## config.mk

```make
export PLATFORM = sky130hd
export DESIGN_NAME = reset_seq
export DESIGN_NICKNAME = d
export VERILOG_FILES = /design/src/rtl/reset_seq_pkg.sv /design/src/rtl/reset_seq_sync_2ff.sv /design/src/rtl/reset_seq.sv
export SDC_FILE = /design/constraint.sdc
export NUM_CORES = 1
export LEC_CHECK = 0
export BUFFER_PORTS_ARGS = -buffer_cell sky130_fd_sc_hd__clkbuf_2
export CAP_MARGIN = 10
export CORE_MARGIN = 3
export CORE_UTILIZATION = 56
export DETAILED_ROUTE_END_ITERATION = 10
export PLACE_DENSITY_LB_ADDON = 0.08
export SYNTH_ARGS = -nofsm -noshare
export SYNTH_HDL_FRONTEND = slang
export SYNTH_HIERARCHICAL = 1
export SYNTH_SLANG_ARGS = --single-unit
```

## constraint.sdc

```tcl
create_clock -name clk -period 2.35 [get_ports clk]
set_clock_uncertainty 0.1 [all_clocks]
set_input_delay 0.3525 -clock clk [delete_from_list [all_inputs] [get_ports clk]]
set_output_delay 0.3525 -clock clk [all_outputs]
set_load 0.02 [all_outputs]
```

## src/rtl/reset_seq_pkg.sv

```systemverilog
// reset_seq_pkg: shared FSM state type and counter sizing helper for reset_seq.
package reset_seq_pkg;

    typedef enum logic [2:0] {
        HOLD      = 3'd0,
        WAIT_LOCK = 3'd1,
        DEBOUNCE  = 3'd2,
        RELEASE   = 3'd3,
        RUN       = 3'd4
    } state_t;

    // Bits needed to hold values 0..limit; never less than one bit.
    function automatic int cnt_w(input int limit);
        return (limit < 1) ? 1 : $clog2(limit + 1);
    endfunction

endpackage

```

## src/rtl/reset_seq_sync_2ff.sv

```systemverilog
// sync_2ff: two-flop synchroniser for a single asynchronous level.
// Clears to 0 on reset so a synchronised input reads as inactive.
module sync_2ff (
    input  logic i_clk,
    input  logic i_reset,
    input  logic i_d,
    output logic o_q
);

    logic r_meta;
    logic r_sync;

    // Two-stage capture of the asynchronous input.
    always_ff @(posedge i_clk) begin
        if (i_reset) begin
            r_meta <= 1'b0;
            r_sync <= 1'b0;
        end else begin
            r_meta <= i_d;
            r_sync <= r_meta;
        end
    end

    assign o_q = r_sync;

endmodule

```

## src/rtl/reset_seq.sv

```systemverilog
// reset_seq: staged reset sequencer. Waits for the board reset button to be
// released and the clock generator to lock, debounces both, then releases
// rst_out one bit at a time, GAP_CYC cycles apart, bit 0 first.
// Optional lock watchdog is compiled in when RESET_SEQ_LOCK_WDT_EN is defined.
//
// state     | meaning
// ----------+---------------------------------------------------------
// HOLD      | all resets asserted for one cycle after any abort
// WAIT_LOCK | waiting for ext_rst_n released and dcm_locked
// DEBOUNCE  | both inputs must stay good for DEBOUNCE_CYC counted cycles
// RELEASE   | resets dropping one stage per GAP_CYC cycles
// RUN       | all resets released, seq_done high
module reset_seq
    import reset_seq_pkg::*;
#(
    parameter int N_OUT        = 4,
    parameter int DEBOUNCE_CYC = 16,
    parameter int GAP_CYC      = 8,
    parameter int LOCK_TIMEOUT = 1024
) (
    input  logic             clk,
    input  logic             reset,
    input  logic             ext_rst_n,
    input  logic             dcm_locked,
    input  logic             sw_rst_req,
    output logic [N_OUT-1:0] rst_out,
    output logic             seq_done,
    output logic [2:0]       state_o,
    output logic             lock_timeout
);

    localparam int DEB_W = cnt_w(DEBOUNCE_CYC);
    localparam int GAP_W = cnt_w(GAP_CYC);
    localparam int STG_W = cnt_w(N_OUT);

    logic w_ext_s;
    logic w_lock_s;
    logic w_inputs_ok;
    logic w_abort;

    state_t             r_state, w_state_nxt;
    logic [DEB_W-1:0]   r_deb_cnt, w_deb_nxt;
    logic [GAP_W-1:0]   r_gap_cnt, w_gap_nxt;
    logic [STG_W-1:0]   r_stage, w_stage_nxt;
    logic [STG_W-1:0]   w_stage_inc;
    logic [N_OUT-1:0]   r_rst_out, w_rst_nxt;
    logic               r_seq_done;

    sync_2ff u_sync_ext (
        .i_clk   (clk),
        .i_reset (reset),
        .i_d     (ext_rst_n),
        .o_q     (w_ext_s)
    );

    sync_2ff u_sync_lock (
        .i_clk   (clk),
        .i_reset (reset),
        .i_d     (dcm_locked),
        .o_q     (w_lock_s)
    );

    assign w_inputs_ok = w_ext_s & w_lock_s;
    assign w_abort     = ~w_inputs_ok | sw_rst_req;
    assign w_stage_inc = r_stage + 1'b1;

    // Next-state, counter and output-mask decode; abort always wins.
    always_comb begin
        w_state_nxt = r_state;
        w_deb_nxt   = r_deb_cnt;
        w_gap_nxt   = r_gap_cnt;
        w_stage_nxt = r_stage;
        w_rst_nxt   = '1;
        case (r_state)
            HOLD: begin
                w_deb_nxt   = '0;
                w_gap_nxt   = '0;
                w_stage_nxt = '0;
                w_state_nxt = sw_rst_req ? HOLD : WAIT_LOCK;
            end
            WAIT_LOCK: begin
                w_deb_nxt = '0;
                if (sw_rst_req)       w_state_nxt = HOLD;
                else if (w_inputs_ok) w_state_nxt = DEBOUNCE;
            end
            DEBOUNCE: begin
                if (sw_rst_req) begin
                    w_state_nxt = HOLD;
                    w_deb_nxt   = '0;
                end else if (!w_inputs_ok) begin
                    // A glitch restarts the wait rather than forcing HOLD;
                    // resets are still all asserted here so nothing is lost.
                    w_state_nxt = WAIT_LOCK;
                    w_deb_nxt   = '0;
                end else if (r_deb_cnt == DEB_W'(DEBOUNCE_CYC)) begin
                    w_state_nxt = RELEASE;
                    w_deb_nxt   = '0;
                    w_gap_nxt   = '0;
                    w_stage_nxt = STG_W'(1);
                end else begin
                    w_deb_nxt = r_deb_cnt + 1'b1;
                end
            end
            RELEASE: begin
                if (w_abort) begin
                    w_state_nxt = HOLD;
                    w_gap_nxt   = '0;
                    w_stage_nxt = '0;
                end else if (r_stage == STG_W'(N_OUT)) begin
                    w_state_nxt = RUN;
                end else if (r_gap_cnt == GAP_W'(GAP_CYC - 1)) begin
                    w_gap_nxt   = '0;
                    w_stage_nxt = w_stage_inc;
                    if (w_stage_inc == STG_W'(N_OUT)) w_state_nxt = RUN;
                end else begin
                    w_gap_nxt = r_gap_cnt + 1'b1;
                end
            end
            RUN: begin
                if (w_abort) begin
                    w_state_nxt = HOLD;
                    w_stage_nxt = '0;
                end
            end
            default: begin
                w_state_nxt = HOLD;
                w_deb_nxt   = '0;
                w_gap_nxt   = '0;
                w_stage_nxt = '0;
            end
        endcase
        if (w_state_nxt == RELEASE || w_state_nxt == RUN) begin
            for (int k = 0; k < N_OUT; k++) begin
                if (k < int'(w_stage_nxt)) w_rst_nxt[k] = 1'b0;
            end
        end
    end

    // State, counters and registered (glitch-free) reset outputs.
    always_ff @(posedge clk) begin
        if (reset) begin
            r_state    <= HOLD;
            r_deb_cnt  <= '0;
            r_gap_cnt  <= '0;
            r_stage    <= '0;
            r_rst_out  <= '1;
            r_seq_done <= 1'b0;
        end else begin
            r_state    <= w_state_nxt;
            r_deb_cnt  <= w_deb_nxt;
            r_gap_cnt  <= w_gap_nxt;
            r_stage    <= w_stage_nxt;
            r_rst_out  <= w_rst_nxt;
            r_seq_done <= (w_state_nxt == RUN);
        end
    end

    assign rst_out  = r_rst_out;
    assign seq_done = r_seq_done;
    assign state_o  = r_state;

`ifdef RESET_SEQ_LOCK_WDT_EN
    localparam int WDT_W = cnt_w(LOCK_TIMEOUT);

    logic [WDT_W-1:0] r_wdt_cnt;
    logic             r_lock_timeout;

    // Count unlocked WAIT_LOCK cycles; flag is sticky until reset.
    always_ff @(posedge clk) begin
        if (reset) begin
            r_wdt_cnt      <= '0;
            r_lock_timeout <= 1'b0;
        end else if (r_state != WAIT_LOCK) begin
            r_wdt_cnt <= '0;
        end else if (!w_lock_s && r_wdt_cnt != WDT_W'(LOCK_TIMEOUT)) begin
            r_wdt_cnt <= r_wdt_cnt + 1'b1;
            if (r_wdt_cnt == WDT_W'(LOCK_TIMEOUT - 1)) r_lock_timeout <= 1'b1;
        end
    end

    assign lock_timeout = r_lock_timeout;
`else
    assign lock_timeout = 1'b0;
`endif

endmodule

```

# Word level (Yosys, flattened, before mapping)
# Cells that the tools add are included.
[totals]
ff_bits = 24
in_bits = 5
output_inout_bits = 9
elab_cells = 77
[classes]
add_sub_neg = 3
n_lt_le_gt_ge = 4
n_eq_ne = 14
n_mux = 35
bitwise = 5
reduce_logical = 6
[op_table]
columns = ["cell", "count"]
rows = [
  ["2-to-1 mux 3 bit", 17],
  ["2-to-1 mux 4 bit", 6],
  ["2-to-1 mux 5 bit", 3],
  ["case mux 3 bit (5 select lines)", 1],
  ["equality test 3 bit (second input constant)", 4],
  ["case mux 3 bit (4 select lines)", 1],
  ["case mux 4 bit (3 select lines)", 1],
  ["case mux 5 bit (2 select lines)", 1],
  ["equality test 3 x 2 -> 1 bit (second input constant)", 3],
  ["less-than comparator 1 x 3 -> 1 bit (first input constant)", 2],
  ["less-than comparator 2 x 3 -> 1 bit (first input constant)", 2],
  ["!= test 2 bit (second input constant)", 3],
  ["OR reduction 2 bit", 3],
  ["adder 5 x 1 -> 5 bit (second input constant)", 1],
  ["equality test 5 bit (second input constant)", 1],
  ["2-to-1 mux 1 bit", 5],
  ["AND reduction 5 bit", 1],
  ["adder 4 x 1 -> 4 bit (second input constant)", 1],
  ["equality test 4 x 3 -> 1 bit (second input constant)", 1],
  ["adder 3 x 1 -> 3 bit (second input constant)", 1],
  ["equality test 3 x 1 -> 1 bit (second input constant)", 1],
  ["logical NOT 3 bit", 1],
  ["!= test 3 bit (second input constant)", 1],
  ["inverter 1 bit", 3],
  ["other kinds (3)", 3],
]

# Longest topological paths before layout
[logic_depth]
word_depth = 11
depth_mapped = 8
mapped_depth_nobuf = 8

# Cells and area by module
# The synthesis kept the hierarchy.
[modules_own_cells]
columns = ["module", "n_inst", "cells_per_inst", "area_per_inst_um2", "seq_area_each_um2"]
rows = [
  ["reset_seq", 1, 138, 1153.6, 400.4],
  ["sync_2ff", 2, 4, 52.6, 40.0],
]

# Worst setup path after synthesis
# OpenSTA, ideal clock, no wires.
[synth_path]
kind = "register -> register"
start = "register r_state[0], in the netlist state_o[0]"
end = "register r_rst_out[2], in the netlist rst_out[2]"
setup_time_ns = 0.129
t_arrival_ns = 1.677
required_ns = 2.121
path_slack_ns = 0.444
path_stages_with_launch = 9
n_path_buf = 2
cell_sequence = "dfxtp_1 -> buf_6 -> or3b_1 -> buf_6 -> o22ai_2 -> o31ai_1 -> a221oi_2 -> a21boi_1 -> o21ai_1"
[synth_between]
elab_chain_cells = 9
elab_cells_between_ends = 24
classes_between = "order compare (1); eq/ne (6); mux (13); bitwise (1); reduce/logical (3)"
[synth_lines]
columns = ["element", "line_no", "rtl"]
rows = [
  ["start: declaration", "reset_seq.sv:41", "state_t r_state, w_state_nxt;"],
  ["start signal: assignment", "reset_seq.sv:149", "r_state <= w_state_nxt;"],
  ["2-to-1 mux 3 bit", "reset_seq.sv:114", "if (w_stage_inc == STG_W'(N_OUT)) w_state_nxt = RUN;"],
  ["2-to-1 mux 3 bit", "reset_seq.sv:111", "end else if (r_gap_cnt == GAP_W'(GAP_CYC - 1)) begin"],
  ["2-to-1 mux 3 bit", "reset_seq.sv:109", "end else if (r_stage == STG_W'(N_OUT)) begin"],
  ["2-to-1 mux 3 bit", "reset_seq.sv:105", "if (w_abort) begin"],
  ["case mux 3 bit (5 select lines)", "reset_seq.sv:74", "case (r_state)"],
  ["equality test 3 x 2 -> 1 bit or equality test 3 bit (tied branches)", "reset_seq.sv:132", "if (w_state_nxt == RELEASE || w_state_nxt == RUN) begin"],
  ["logical OR 1 bit", "reset_seq.sv:132", ""],
  ["inverter 1 bit (no line)", "n/a", ""],
  ["OR reduction 2 bit (no line)", "n/a", ""],
  ["end signal: assignment", "reset_seq.sv:153", "r_rst_out <= w_rst_nxt;"],
  ["end: declaration", "reset_seq.sv:46", "logic [N_OUT-1:0] r_rst_out, w_rst_nxt;"],
]
# Several ways; a longest one is shown, not always the timed one.
# A chain may end at the register's enable or synchronous reset.

# Worst setup path after layout
[layout_path]
start = "register r_deb_cnt[0]"
end = "register r_rst_out[0], in the netlist rst_out[0]"
[layout_between]
elab_chain_cells = 9
elab_cells_between_ends = 16
classes_between = "order compare (1); eq/ne (3); mux (9); bitwise (1); reduce/logical (2)"
[layout_lines]
columns = ["element", "line_no", "rtl"]
rows = [
  ["start: declaration", "reset_seq.sv:42", "logic [DEB_W-1:0] r_deb_cnt, w_deb_nxt;"],
  ["start signal: assignment", "reset_seq.sv:150", "r_deb_cnt <= w_deb_nxt;"],
  ["equality test 5 bit *", "reset_seq.sv:95", "end else if (r_deb_cnt == DEB_W'(DEBOUNCE_CYC)) begin"],
  ["parallel branches: the longest is 8 deep, another holds less-than comparator 1 x 3 -> 1 bit", "n/a", ""],
]
# Every way passes the cells marked *.

==> impl_metrics.ini <==
[outcome]
outcome = complete, no violations

[final_layout]
multi_input_area_um2 = 706
utilization_pct = 67.2
num_antenna_cells = 0
area_growth_pct = 9.05
layout-drive-gt1-share_pct = 18.4
final_nets = 170
fill_cells = 189
seqCellArea_um2 = 480
stdcell_area_um2 = 1370

[route]
dr.pass1.iters = 4
via_per_inst = 5.92
drt_wl_total_mm = 2.68
drt_iter0_markers = 33
num_vias = 1096
drc = 0
ant_nets = 0
wl_per_cell_um = 14.5

[logic_synthesis]
synthDistinctLibCells = 42
synth_top_area_cell = dfxtp_1
synth_edf_count = 0
netlist_area_um2 = 1260
syn_nets = 157
synth_most_common_cell = dfxtp_1
async_reset_ff_share_pct = 0
post_synth.cell_area_avg_um2 = 8.62
ys.flop_type = dfxtp_1
synth_warnings = 6
ys_ff_latch = 24
syn_inst = 146
synth_commonest_cells = dfxtp_1 (24), nor2_1 (12), a21oi_1 (10)
yosysTopAreaCellShare_pct = 38.2
synthTopCellsByArea = dfxtp_1 (38%), ha_1 (6.0%), a21oi_1 (4.0%)
synth-seq-area-share_pct = 38.2

[placed_design]
dpl_cell_area_um2 = 1330
dp.final_hpwl_mm = 1.93
port_buffers = 12
gp_congestion = 0.792
dp_slack_ns = 0.0406

[timing]
drv_slew = 0
fmax_mhz = 468
worst_pin_slew_ns = 0.501
fin_ws_ns = 0.211
finalSetupViolCount = 0
min_period_over_period_pct = 91.0
rsz0062_at_grt = no
relSlewSlack_pct = 66.3
hold_viol = 0
setup_tns_ns = 0
fin_crit_ns = 2.14

[run]
maxCapViolCount = 0

[setup_path]
crit_arrival_ns = 2.24
max_stage_delay_ns = 0.40
critical_path_class = reg2reg
start_kind = register
endpoint_kind = register
crit_top_cell = o21ai_1
crit_required_ns = 2.45
slowest_stage = a2111oi_2
path_buf_inv = 1
cp_top_family = compound AO/OA/AOI/OAI gates
worstPathMaxFanout = 5
crit_chain = inv_1, ha_1, and4bb_2, o21ai_1, a2111oi_2, o21ai_0, a21oi_2, o21ai_1

[clock_tree]
ctsHoldBuffers = 0
clkSinkCount = 24
clockBufferDepth = 2
htreeDepth = 1
cts-root-buf = clkbuf_4
clkLatencyLatePin_ns = 0.31
cts.clk_slew.worst_paths_ns = 0.13
numCtsBuffers = 3
cts_tree = done
post-cts-setup-buffers = 0

[grt]
grt_pass1_vias = 972
grt_max_degree = 19
grtUsageTotal_pct = 20.3
grt_pass1_wl_mm = 4.35
grt-ovfl-total = 0
antenna_found_initial = 0

[floorplanning]
initial_utilization_pct = 61.6
fp.dieH_um = 53.4
rows = 16
fp.dieW_um = 53.4
num_io_pins = 14
core_um2 = 2040
die_area_um2 = 2850

[power_and_ir_drop]
ir_worst_vdd_mv = 0.392
cellPowerDensity_nw_per_um2 = 482
power.leakage_nw = 0.519

[min_path]
holdCritPathClass = in2reg
-- routing by layer --
| layer | share of wire [%] | GRT usage (%) |
|---|---|---|
| met1 | 48 | 27.3 |
| met2 | 46 | 32.0 |
| met3 | 4.3 | 3.10 |
| met4 | 1.4 | 8.09 |
| met5 | 0 | 0 |
-- state kept, by name, summed over array words and instances, names as in the netlist --
name / cells
r_deb_cnt: 5
r_gap_cnt: 4
rst_out: 4
r_stage: 3
state_o: 3
seq_done: 1
u_sync_ext/o_q: 1
u_sync_ext/r_meta: 1
u_sync_lock/o_q: 1
u_sync_lock/r_meta: 1
-- power breakdown --
part            total, W  leakage, nW  switching (W)  internal (W)
Combinational  0.0000312        0.303      0.0000186     0.0000126
Clock           0.000217       0.0210       0.000122     0.0000946
Sequential      0.000414        0.195     0.00000268      0.000411
Total           0.000662        0.519       0.000144      0.000518
-- placed cells by master (no fill, tap or decap), types with 2 or more instances in the layout --
cell type and n:
o21ai_1 3, nand2b_1 2, buf_4 4, o21ai_0 9, nor3_1 4, ha_1 6
xor2_1 3, inv_1 7, nor2_1 12, nor2b_1 6, clkbuf_2 12, nor4_1 3
a211oi_1 4, dfxtp_1 24, nand2_1 7, nand4_1 3, clkbuf_4 3, nand3_1 4
a31oi_1 3, o21bai_1 2, nand4b_1 3, a21oi_1 9, nand3b_1 3
-- logic make-up (layout without fill, tap and decap cells) --
kind of cell | count (synthesis) | in the layout | synth area share, %
flip-flops | 24 | 24 | 38.2
AND/OR/NAND/NOR | 56 | 56 | 25.2
adder cells (fa/ha/maj) | 6 | 6 | 5.96
AO/OA/AOI/OAI | 40 | 40 | 21.2
buffers and inverters | 15 | 27 | 6.36
XOR/XNOR | 3 | 3 | 2.09
multiplexers | 1 | 1 | 0.795
other | 1 | 1 | 0.298
-- worst register-to-register path, delay by kind of cell (launching register included) --
kind / cells / cell delay (ns)
AO/OA/AOI/OAI: 5 / 1.07
buffers and inverters: 1 / 0.07
flip-flops: 1 / 0.37
adder cells (fa/ha/maj): 1 / 0.13
AND/OR/NAND/NOR: 1 / 0.29
-- final timing paths --
path	from	endpoint	slack, ns	cells past startpoint
min reg2reg	u_sync_lock/r_meta	u_sync_lock/o_q	0.36	1
min	dcm_locked	u_sync_lock/r_meta	0.14	2
max	r_deb_cnt[0]	rst_out[0]	0.21	8
max reg2reg	r_deb_cnt[0]	rst_out[0]	0.21	8
-- timing repair --
item	in CTS	in global routing
setup endpoints to repair	0	4
endpoints found under the hold margin	0	0
gates resized for setup	0	3
-- final cells by class --
class / instances / share of cell area (%)
clock buffer: 4 / 2.64
inverter: 7 / 1.91
multi-input combinational: 107 / 51.4
sequential: 24 / 35.0
tap: 27 / 2.46
timing repair buffer: 16 / 6.56
-- metrics by stage --
| stage | cells | hold slack [ns] | power [W] |
|---|---|---|---|
| detailed placement | 181 | 0.329 | 0.000453 |
| finish | 185 | 0.144 | 0.000662 |
| global placement | 181 | 0.321 | 0.000453 |
| CTS | 185 | 0.142 | 0.000668 |
| floorplan | 146 | 0.314 | 0.000445 |
| global route | 185 | 0.164 | 0.000680 |
(Power assumes the default switching activity.)
